File: config.mk
export PLATFORM = sky130hd
export DESIGN_NAME = pipe_ctrl_unit
export DESIGN_NICKNAME = d
export VERILOG_FILES = /design/src/rtl/pipe_ctrl_unit.sv
export SDC_FILE = /design/constraint.sdc
export NUM_CORES = 1
export LEC_CHECK = 0
export ABC_AREA = 1
export CORE_ASPECT_RATIO = 2
export CORE_MARGIN = 8
export CORE_UTILIZATION = 44
export CTS_BUF_LIST = sky130_fd_sc_hd__clkbuf_4
export CTS_CLUSTER_SIZE = 40
export DETAILED_ROUTE_END_ITERATION = 10
export GPL_TIMING_DRIVEN = 0
export PLACE_DENSITY = 0.78
export SLEW_MARGIN = 10
export SYNTH_ARGS = -nofsm -noshare
export SYNTH_HDL_FRONTEND = slang
export SYNTH_SLANG_ARGS = --single-unit
File: constraint.sdc
create_clock -name clk -period 2.17 [get_ports clk]
set_input_delay 0.651 -clock clk [delete_from_list [all_inputs] [get_ports clk]]
set_output_delay 0.651 -clock clk [all_outputs]
set_load 0.05 [all_outputs]
File: src/rtl/pipe_ctrl_unit.sv
`default_nettype none
// ============================================================================
// Module      : pipe_ctrl_unit
// Description : Pipelined control unit for a 5-stage RISC-V datapath. Decodes
//               the ID instruction, carries the control bundle through
//               ID/EX, EX/MEM and MEM/WB, resolves branches in EX and
//               generates stall / flush / PC-select.
// Revision    : 1.0 - initial release
// ============================================================================
module pipe_ctrl_unit #(
  parameter int SHAMT_W        = 6,
  parameter bit LOADUSE_STALL  = 1'b1,
  parameter int BR_FLUSH_DEPTH = 2
) (
  input  logic               clk,
  input  logic               rst,
  input  logic [31:0]        id_ir,
  input  logic               id_valid,
  input  logic               cf,
  input  logic               zf,
  input  logic               vf,
  input  logic               sf,
  output logic [3:0]         ex_alufn,
  output logic               ex_alusrc,
  output logic [SHAMT_W-1:0] ex_shamt,
  output logic               mem_read,
  output logic               mem_write,
  output logic [1:0]         mem_sizesel,
  output logic               mem_unsigned,
  output logic               wb_regwrite,
  output logic               wb_memtoreg,
  output logic [1:0]         wb_regwritesrc,
  output logic [4:0]         wb_rd,
  output logic [1:0]         pc_sel,
  output logic               stall,
  output logic               flush_ifid,
  output logic               hazard_loaduse
);

  // ALU function codes
  localparam logic [3:0] ALU_ADD  = 4'd0;
  localparam logic [3:0] ALU_SUB  = 4'd1;
  localparam logic [3:0] ALU_SLL  = 4'd2;
  localparam logic [3:0] ALU_SLT  = 4'd3;
  localparam logic [3:0] ALU_SLTU = 4'd4;
  localparam logic [3:0] ALU_XOR  = 4'd5;
  localparam logic [3:0] ALU_SRL  = 4'd6;
  localparam logic [3:0] ALU_SRA  = 4'd7;
  localparam logic [3:0] ALU_OR   = 4'd8;
  localparam logic [3:0] ALU_AND  = 4'd9;
  localparam logic [3:0] ALU_PASS = 4'd15;

  // Opcodes
  localparam logic [6:0] OP_BRANCH = 7'b1100011;
  localparam logic [6:0] OP_LOAD   = 7'b0000011;
  localparam logic [6:0] OP_STORE  = 7'b0100011;
  localparam logic [6:0] OP_JAL    = 7'b1101111;
  localparam logic [6:0] OP_JALR   = 7'b1100111;
  localparam logic [6:0] OP_ARITHI = 7'b0010011;
  localparam logic [6:0] OP_ARITHR = 7'b0110011;
  localparam logic [6:0] OP_AUIPC  = 7'b0010111;
  localparam logic [6:0] OP_LUI    = 7'b0110111;

  // Branch types held in ID/EX
  localparam logic [3:0] BR_NONE = 4'd0;
  localparam logic [3:0] BR_EQ   = 4'd1;
  localparam logic [3:0] BR_NE   = 4'd2;
  localparam logic [3:0] BR_LT   = 4'd3;
  localparam logic [3:0] BR_GE   = 4'd4;
  localparam logic [3:0] BR_LTU  = 4'd5;
  localparam logic [3:0] BR_GEU  = 4'd6;
  localparam logic [3:0] BR_JAL  = 4'd7;
  localparam logic [3:0] BR_JALR = 4'd8;

  // R-type shift amount is the full-width marker value
  localparam logic [SHAMT_W-1:0] C_SHAMT_R = SHAMT_W'(1) << (SHAMT_W - 1);

  typedef struct packed {
    logic [3:0]         alufn;
    logic               alusrc;
    logic [SHAMT_W-1:0] shamt;
    logic               mem_read;
    logic               mem_write;
    logic [1:0]         sizesel;
    logic               munsigned;
    logic               regwrite;
    logic               memtoreg;
    logic [1:0]         rwsrc;
    logic [4:0]         rd;
    logic [3:0]         br;
  } ex_bundle_t;

  typedef struct packed {
    logic       mem_read;
    logic       mem_write;
    logic [1:0] sizesel;
    logic       munsigned;
    logic       regwrite;
    logic       memtoreg;
    logic [1:0] rwsrc;
    logic [4:0] rd;
  } mem_bundle_t;

  typedef struct packed {
    logic       regwrite;
    logic       memtoreg;
    logic [1:0] rwsrc;
    logic [4:0] rd;
  } wb_bundle_t;

  function automatic ex_bundle_t nop_bundle();
    ex_bundle_t b;
    b       = '0;
    b.alufn = ALU_PASS;
    return b;
  endfunction

  function automatic logic [3:0] arith_fn(input logic [2:0] f3, input logic alt_add,
                                          input logic alt_shift);
    case (f3)
      3'b000:  return alt_add ? ALU_SUB : ALU_ADD;
      3'b001:  return ALU_SLL;
      3'b010:  return ALU_SLT;
      3'b011:  return ALU_SLTU;
      3'b100:  return ALU_XOR;
      3'b101:  return alt_shift ? ALU_SRA : ALU_SRL;
      3'b110:  return ALU_OR;
      default: return ALU_AND;
    endcase
  endfunction

  // funct3[1:0]: 00 byte, 01 half, 10 word
  function automatic logic [1:0] size_of(input logic [1:0] f3lo);
    case (f3lo)
      2'b00:   return 2'b01;
      2'b01:   return 2'b10;
      default: return 2'b00;
    endcase
  endfunction

  logic [6:0]  w_opcode;
  logic [2:0]  w_f3;
  logic [4:0]  w_rd;
  logic [4:0]  w_rs1;
  logic [4:0]  w_rs2;
  logic        w_unused_ir;
  ex_bundle_t  w_dec;
  logic        w_use_rs1;
  logic        w_use_rs2;
  logic        w_taken;
  ex_bundle_t  id_ex_d,  id_ex_q;
  mem_bundle_t ex_mem_d, ex_mem_q;
  wb_bundle_t  mem_wb_d, mem_wb_q;

  assign w_opcode    = id_ir[6:0];
  assign w_rd        = id_ir[11:7];
  assign w_f3        = id_ir[14:12];
  assign w_rs1       = id_ir[19:15];
  assign w_rs2       = id_ir[24:20];
  assign w_unused_ir = ^{id_ir[31], id_ir[29:25]};

  // Decode the ID instruction into a control bundle and its source usage
  always_comb begin
    w_dec     = nop_bundle();
    w_use_rs1 = 1'b0;
    w_use_rs2 = 1'b0;
    if (id_valid) begin
      case (w_opcode)
        OP_BRANCH: begin
          w_dec.alufn = ALU_SUB;
          w_use_rs1   = 1'b1;
          w_use_rs2   = 1'b1;
          case (w_f3)
            3'b000:  w_dec.br = BR_EQ;
            3'b001:  w_dec.br = BR_NE;
            3'b100:  w_dec.br = BR_LT;
            3'b101:  w_dec.br = BR_GE;
            3'b110:  w_dec.br = BR_LTU;
            3'b111:  w_dec.br = BR_GEU;
            default: w_dec.br = BR_NONE;
          endcase
        end
        OP_LOAD: begin
          w_dec.alufn     = ALU_ADD;
          w_dec.alusrc    = 1'b1;
          w_dec.shamt     = SHAMT_W'(w_rs2);
          w_dec.mem_read  = 1'b1;
          w_dec.sizesel   = size_of(w_f3[1:0]);
          w_dec.munsigned = (w_f3 == 3'b100) || (w_f3 == 3'b101);
          w_dec.regwrite  = 1'b1;
          w_dec.memtoreg  = 1'b1;
          w_dec.rwsrc     = 2'b10;
          w_use_rs1       = 1'b1;
        end
        OP_STORE: begin
          w_dec.alufn     = ALU_ADD;
          w_dec.alusrc    = 1'b1;
          w_dec.mem_write = 1'b1;
          w_dec.sizesel   = size_of(w_f3[1:0]);
          w_use_rs1       = 1'b1;
          w_use_rs2       = 1'b1;
        end
        OP_JAL: begin
          w_dec.regwrite = 1'b1;
          w_dec.rwsrc    = 2'b01;
          w_dec.br       = BR_JAL;
        end
        OP_JALR: begin
          w_dec.alufn    = ALU_ADD;
          w_dec.alusrc   = 1'b1;
          w_dec.shamt    = SHAMT_W'(w_rs2);
          w_dec.regwrite = 1'b1;
          w_dec.rwsrc    = 2'b01;
          w_dec.br       = BR_JALR;
          w_use_rs1      = 1'b1;
        end
        OP_ARITHI: begin
          w_dec.alufn    = arith_fn(w_f3, 1'b0, id_ir[30]);
          w_dec.alusrc   = 1'b1;
          w_dec.shamt    = SHAMT_W'(w_rs2);
          w_dec.regwrite = 1'b1;
          w_dec.rwsrc    = 2'b10;
          w_use_rs1      = 1'b1;
        end
        OP_ARITHR: begin
          w_dec.alufn    = arith_fn(w_f3, id_ir[30], id_ir[30]);
          w_dec.shamt    = C_SHAMT_R;
          w_dec.regwrite = 1'b1;
          w_dec.rwsrc    = 2'b10;
          w_use_rs1      = 1'b1;
          w_use_rs2      = 1'b1;
        end
        OP_AUIPC: begin
          w_dec.alufn    = ALU_ADD;
          w_dec.alusrc   = 1'b1;
          w_dec.regwrite = 1'b1;
          w_dec.rwsrc    = 2'b00;
        end
        OP_LUI: begin
          w_dec.alufn    = ALU_PASS;
          w_dec.alusrc   = 1'b1;
          w_dec.regwrite = 1'b1;
          w_dec.rwsrc    = 2'b10;
        end
        default: w_dec = nop_bundle();
      endcase
    end
    // x0 is never written; rd is only carried when a write happens
    if (w_rd == 5'd0) w_dec.regwrite = 1'b0;
    w_dec.rd = w_dec.regwrite ? w_rd : 5'd0;
  end

  // Resolve the EX-stage branch/jump from the ALU flags
  always_comb begin
    case (id_ex_q.br)
      BR_EQ:   pc_sel = zf        ? 2'b01 : 2'b00;
      BR_NE:   pc_sel = !zf       ? 2'b01 : 2'b00;
      BR_LT:   pc_sel = (sf != vf) ? 2'b01 : 2'b00;
      BR_GE:   pc_sel = (sf == vf) ? 2'b01 : 2'b00;
      BR_LTU:  pc_sel = !cf       ? 2'b01 : 2'b00;
      BR_GEU:  pc_sel = cf        ? 2'b01 : 2'b00;
      BR_JAL:  pc_sel = 2'b01;
      BR_JALR: pc_sel = 2'b10;
      default: pc_sel = 2'b00;
    endcase
  end

  assign w_taken        = (pc_sel != 2'b00);
  assign hazard_loaduse = id_ex_q.mem_read && (id_ex_q.rd != 5'd0) &&
                          ((w_use_rs1 && (id_ex_q.rd == w_rs1)) ||
                           (w_use_rs2 && (id_ex_q.rd == w_rs2)));
  // A taken branch squashes the ID instruction anyway, so it overrides the interlock
  assign stall          = hazard_loaduse && LOADUSE_STALL && !w_taken;
  assign flush_ifid     = w_taken && (BR_FLUSH_DEPTH == 2);

  // Next-state of the three bundle registers; bubbles enter at ID/EX
  always_comb begin
    id_ex_d            = (w_taken || stall) ? nop_bundle() : w_dec;
    ex_mem_d.mem_read  = id_ex_q.mem_read;
    ex_mem_d.mem_write = id_ex_q.mem_write;
    ex_mem_d.sizesel   = id_ex_q.sizesel;
    ex_mem_d.munsigned = id_ex_q.munsigned;
    ex_mem_d.regwrite  = id_ex_q.regwrite;
    ex_mem_d.memtoreg  = id_ex_q.memtoreg;
    ex_mem_d.rwsrc     = id_ex_q.rwsrc;
    ex_mem_d.rd        = id_ex_q.rd;
    mem_wb_d.regwrite  = ex_mem_q.regwrite;
    mem_wb_d.memtoreg  = ex_mem_q.memtoreg;
    mem_wb_d.rwsrc     = ex_mem_q.rwsrc;
    mem_wb_d.rd        = ex_mem_q.rd;
  end

  // Pipeline registers; reset drops every in-flight instruction
  always_ff @(posedge clk) begin
    if (rst) begin
      id_ex_q  <= nop_bundle();
      ex_mem_q <= '0;
      mem_wb_q <= '0;
    end else begin
      id_ex_q  <= id_ex_d;
      ex_mem_q <= ex_mem_d;
      mem_wb_q <= mem_wb_d;
    end
  end

  assign ex_alufn       = id_ex_q.alufn;
  assign ex_alusrc      = id_ex_q.alusrc;
  assign ex_shamt       = id_ex_q.shamt;
  assign mem_read       = ex_mem_q.mem_read;
  assign mem_write      = ex_mem_q.mem_write;
  assign mem_sizesel    = ex_mem_q.sizesel;
  assign mem_unsigned   = ex_mem_q.munsigned;
  assign wb_regwrite    = mem_wb_q.regwrite;
  assign wb_memtoreg    = mem_wb_q.memtoreg;
  assign wb_regwritesrc = mem_wb_q.rwsrc;
  assign wb_rd          = mem_wb_q.rd;

endmodule
`default_nettype wire
After elaboration in Yosys (flattened, before gate mapping)

Index checks and enable logic that the tools add are counted.

Register bits: 50
Output and inout bits: 30

Reductions and logical operators: 28
Mux-type cells: 27
Bitwise gates (word level): 4
Equality and inequality tests: 29

Operators with widths:

| operator                                                         | count |
|---|---|
| 4-bit one-hot mux with 7 select lines                            | 2 |
| 7-bit by 6-bit == test with 1-bit output (second input constant) | 3 |
| 7-bit == test (second input constant)                            | 3 |
| 3-bit one-hot mux with 6 select lines                            | 1 |
| 1-bit two-way mux                                                | 17 |
| 4-bit by 3-bit == test with 1-bit output (second input constant) | 4 |
| 2-bit one-hot mux with 8 select lines                            | 1 |
| 4-bit one-hot mux with 4 select lines                            | 1 |
| 4-bit OR reduction                                               | 4 |
| 7-bit by 5-bit == test with 1-bit output (second input constant) | 2 |
| 13-bit two-way mux                                               | 1 |
| 3-bit == test (second input constant)                            | 4 |
| 4-bit one-hot mux with 3 select lines                            | 1 |
| 6-bit one-hot mux with 2 select lines                            | 1 |
| 3-bit OR reduction                                               | 4 |
| 6-bit OR reduction                                               | 2 |
| 5-bit == test                                                    | 2 |
| 4-bit by 2-bit == test with 1-bit output (second input constant) | 2 |
| 2-bit one-hot mux with 2 select lines                            | 2 |
| 7-bit by 2-bit == test with 1-bit output (second input constant) | 1 |
| 7-bit OR reduction                                               | 1 |
| 3-bit by 2-bit == test with 1-bit output (second input constant) | 2 |
| 2-bit OR reduction                                               | 3 |
| 1-bit logical AND                                                | 5 |
| 14 further kinds                                                 | 19 |

Depth between registers and ports, before layout

Word-level depth: 10
Gate-level depth with buffers: 12

Worst setup path after synthesis

Ideal clock, no wire load.

Path kind: input to output
Start: input id_ir[3]
End: output stall
Setup slack: -0.581 ns
Stages on the path: 10
Data arrival time: 2.100 ns
Data required time: 1.519 ns
Path buffers: 1
Path through: inv_1 -> nand2_1 -> nor2_1 -> nand2_1 -> nand4_1 -> nand2_1 -> nand2_1 -> nand2_2 -> buf_6 -> nor2_1

Cells in the longest elaborated chain, start to end: 8
Elaborated cells between the ends (all ways): 17

Ends and longest elaborated chain:

| what                                                                      | line     | RTL |
|---|---|---|
| from (decl)                                                               | 17       | `input logic [31:0] id_ir,` |
| 7-bit by 6-bit == test with 1-bit output (tied with other cells)          | 168      | `case (w_opcode)` |
| 6-bit OR reduction (no source line) or 3-bit OR reduction (tied branches) | n/a      |  |
| 1-bit two-way mux                                                         | 168      |  |
| 1-bit two-way mux                                                         | 167      | `if (id_valid) begin` |
| 1-bit logical AND, on equally long branches                               | 270, 271 |  |
| 1-bit logical OR *                                                        | 270      | `((w_use_rs1 && (id_ex_q.rd == w_rs1)) \|\|` |
| 1-bit logical AND *                                                       | 269      | `assign hazard_loaduse = id_ex_q.mem_read && (id_ex_q.rd != 5'd0) &&` |
| 1-bit logical AND *                                                       | 273      | `assign stall = hazard_loaduse && LOADUSE_STALL && !w_taken;` |
| to (decl)                                                                 | 35       | `output logic stall,` |

Every way passes the cells marked *; elsewhere a longest branch is shown, timed or not.

Worst setup path in the final report

Start: input id_ir[4]
End: output stall

The elaborated chain is that of the path after synthesis.

==> out/results.ini <==
[routing]
drc_errors=0
postRouteAntennaNets=0
first_pass_iters=6
wl_um=5880
via_per_inst=4.69
wl_per_cell_um=12.5
drt_iter0_drc=62
via_count=2215

[final_layout]
synthToLayoutAreaGrowth_pct=46.3
nFillCells=434
drive_above_1_share_pct=32.0
fin_nets=451

[clocking]
numCtsBuffers=5
cts_sinks=50
ctsHoldBuffers=0
cts_tree=built
clockBufferDepth=2
cts.clk_slew.worst_paths_ns=0.14
h-tree-depth=2
clkLatencyLatePin_ns=0.37
clockRootBuffer=clkbuf_4

[pwr]
vdd_drop_max_mv=0.655
power_mw=1.67
p_leak_nw=1.74
powerDensity_nw_per_um2=488

[run_status]
violations=negative setup slack
status=finished, violations left

[timing]
max_freq_ghz=0.403
post-route-period-util_pct=114
whs_ns=0.413
worstMarginPinSlew_ns=0.505
final_hold_viol_count=0
finalSetupViolCount=2
relSlewSlack_pct=66.3
slew_viol_final=0
fin_ws_ns=-0.311
rsz0062_at_grt=yes
post-route-min-period_ns=2.48
skew_ns=0.0132

[worst_setup_path]
worstSetupPathType=input pin to output port
required_ns=1.52
cp_slowest_stage_delay_ns=0.15
critical_path.startpoint_type=input pin
end_kind=output port
crit_top_cell=buf_8
cp_max_fo=4
path_cells=buf_8 > inv_4 > nand2_4 > nor2_4 > nand2_2 > nand4_1 > nand2_1 > nand2_1 > nand2_2 > buf_8 > nor2_4 > buf_8
worstPathArrival_ns=1.83
slowest_stage=nor2_4

[yosys]
syn-cell-area_um2=2340
avgSynthCellArea_um2=7.21
ys_ff_latch=50
netlist-cell-type-count=28
synth_cells=325
syn_nets=364
ys_warn_count=0
synth-seq-area-share_pct=42.7

[placed_design]
hpwlAfterDp_um=4380
portBuffers=62
gp_congestion=0.891

[die]
die_h_um=119
die_x_um=67.6
fp.dieArea_um2=8060
initial_core_util_pct=45.6
core_area_um2=5140
rows=37
io_pins=69

[global_route]
grt_pass1_wl_um=9690
grt_pass1_vias=2378
grt_usage_pct=15.2
grt.overflow.total=0
antenna_found_initial=1
grt_max_degree=16

[flow_run]
cap_viol_max_count=0

[worst_hold_path]
hp-class=flip-flop to flip-flop

[path summary, 6_finish.rpt]
kind                    start     endpoint  slack, ns  cells after the start
setup / recovery     id_ir[4]        stall      -0.31                     12
setup reg to reg  ex_mem_d[4]  ex_mem_d[5]       0.20                     14
hold reg to reg   ex_mem_q[8]  wb_regwrite       0.41                      2
hold / removal    ex_mem_q[8]  wb_regwrite       0.41                      2
[critical path: cells and delay by family]
kind | cells | cell delay [ns]
and+or+nand+nor | 8 | 0.73
buffers and inverters | 4 | 0.46
[cells in the mapped netlist, drive strengths merged]
cell type / instances / share of area [%]
a211oi: 1 / 0.32
a21oi: 7 / 1.7
a22oi: 1 / 0.32
buf: 14 / 4.8
clkbuf: 2 / 0.32
dfxtp: 50 / 43
inv: 62 / 9.9
nand2: 65 / 11
nand3: 21 / 5.8
nand3b: 2 / 0.64
nand4: 5 / 1.3
nor2: 80 / 17
nor3: 2 / 0.43
o211ai: 3 / 0.96
o21ai: 5 / 1.1
o31ai: 1 / 0.32
or2: 1 / 0.27
xnor2: 3 / 1.1
[per-layer routing]
layer | routed length [um] | global-route usage, % | share of wire [%] | vias up
met5 | 0 | 0 | 0 | -
met2 | 3320 | 27.5 | 57 | 77
met4 | 337 | 13.0 | 5.7 | 0
li1 | - | - | - | 1135
met1 | 1910 | 13.0 | 32 | 980
met3 | 311 | 3.10 | 5.3 | 23
[cells by family after synthesis]
| logic type | Yosys count | synth area share, % |
|---|---|---|
| xor gates and xnor gates | 3 | 1.12 |
| DFF | 50 | 42.7 |
| AOI/OAI and AO/OA | 18 | 4.65 |
| and+or+nand+nor | 176 | 36.4 |
| buffers and inverters | 78 | 15.1 |
[flip-flops by register name, summed over array words and instances, names as in the netlist]
signal,count
ex_mem_d,13
ex_mem_q,9
ex_shamt,6
wb_rd,5
ex_alufn,4
id_ex_q,4
mem_sizesel,2
wb_regwritesrc,2
ex_alusrc,1
mem_unsigned,1
mem_write,1
wb_memtoreg,1
wb_regwrite,1
[final cells by class]
type	count	area, um2	share of cell area [%]
flip-flops and latches	50	1020	29.7
clock buffers	6	45.0	1.31
plain buffers	16	133	3.87
diodes	1	2.50	0.0730
inverters	62	263	7.67
multi-input cells	197	1090	31.8
well taps	58	72.6	2.12
clock inverters	2	37.5	1.10
repair buffers	80	764	22.3
[what timing repair did]
action / in CTS / in global routing
buffers inserted: 18 / 3
setup endpoints to repair: 27 / 24
gates cloned: 0 / 1
pin swaps: 31 / 16
gates resized for setup: 153 / 32
[stage by stage]
stage / instances / utilization (%) / cell area [um2] / worst slack (ns) / setup TNS [ns]
2_1_floorplan: 325 / - / 2400 / -0.149 / -0.200
5_1_grt: 472 / 66.7 / 3430 / -0.358 / -0.799
6_report: 472 / 66.7 / 3430 / -0.311 / -0.570
3_3_place_gp: 445 / 60.3 / 3100 / -1.60 / -13.10
3_5_place_dp: 445 / 60.3 / 3100 / -1.61 / -13.80
4_1_cts: 471 / 64.5 / 3310 / -0.231 / -1.80
[power breakdown]
group          internal [mW]  switching (mW)  leakage, nW
logic                 0.0963           0.115         1.29
clock network          0.256           0.285       0.0419
registers              0.918         0.00153        0.407
[cells in the final DEF, fill, tap and decap left out, drive strengths merged, types with 2 or more instances in the layout]
cell,n
o211ai,3
a21oi,7
inv,61
o21ai,5
nand3b,2
buf,50
clkdlybuf4s50,12
clkbuf,9
clkdlybuf4s15,5
nor2,80
dfxtp,50
nand3,21
dlygate4sd2,19
dlymetal6s2s,7
clkinvlp,2
nand2,65
xnor2,3
nor3,2
nand4,5
(Power assumes the default switching activity.)
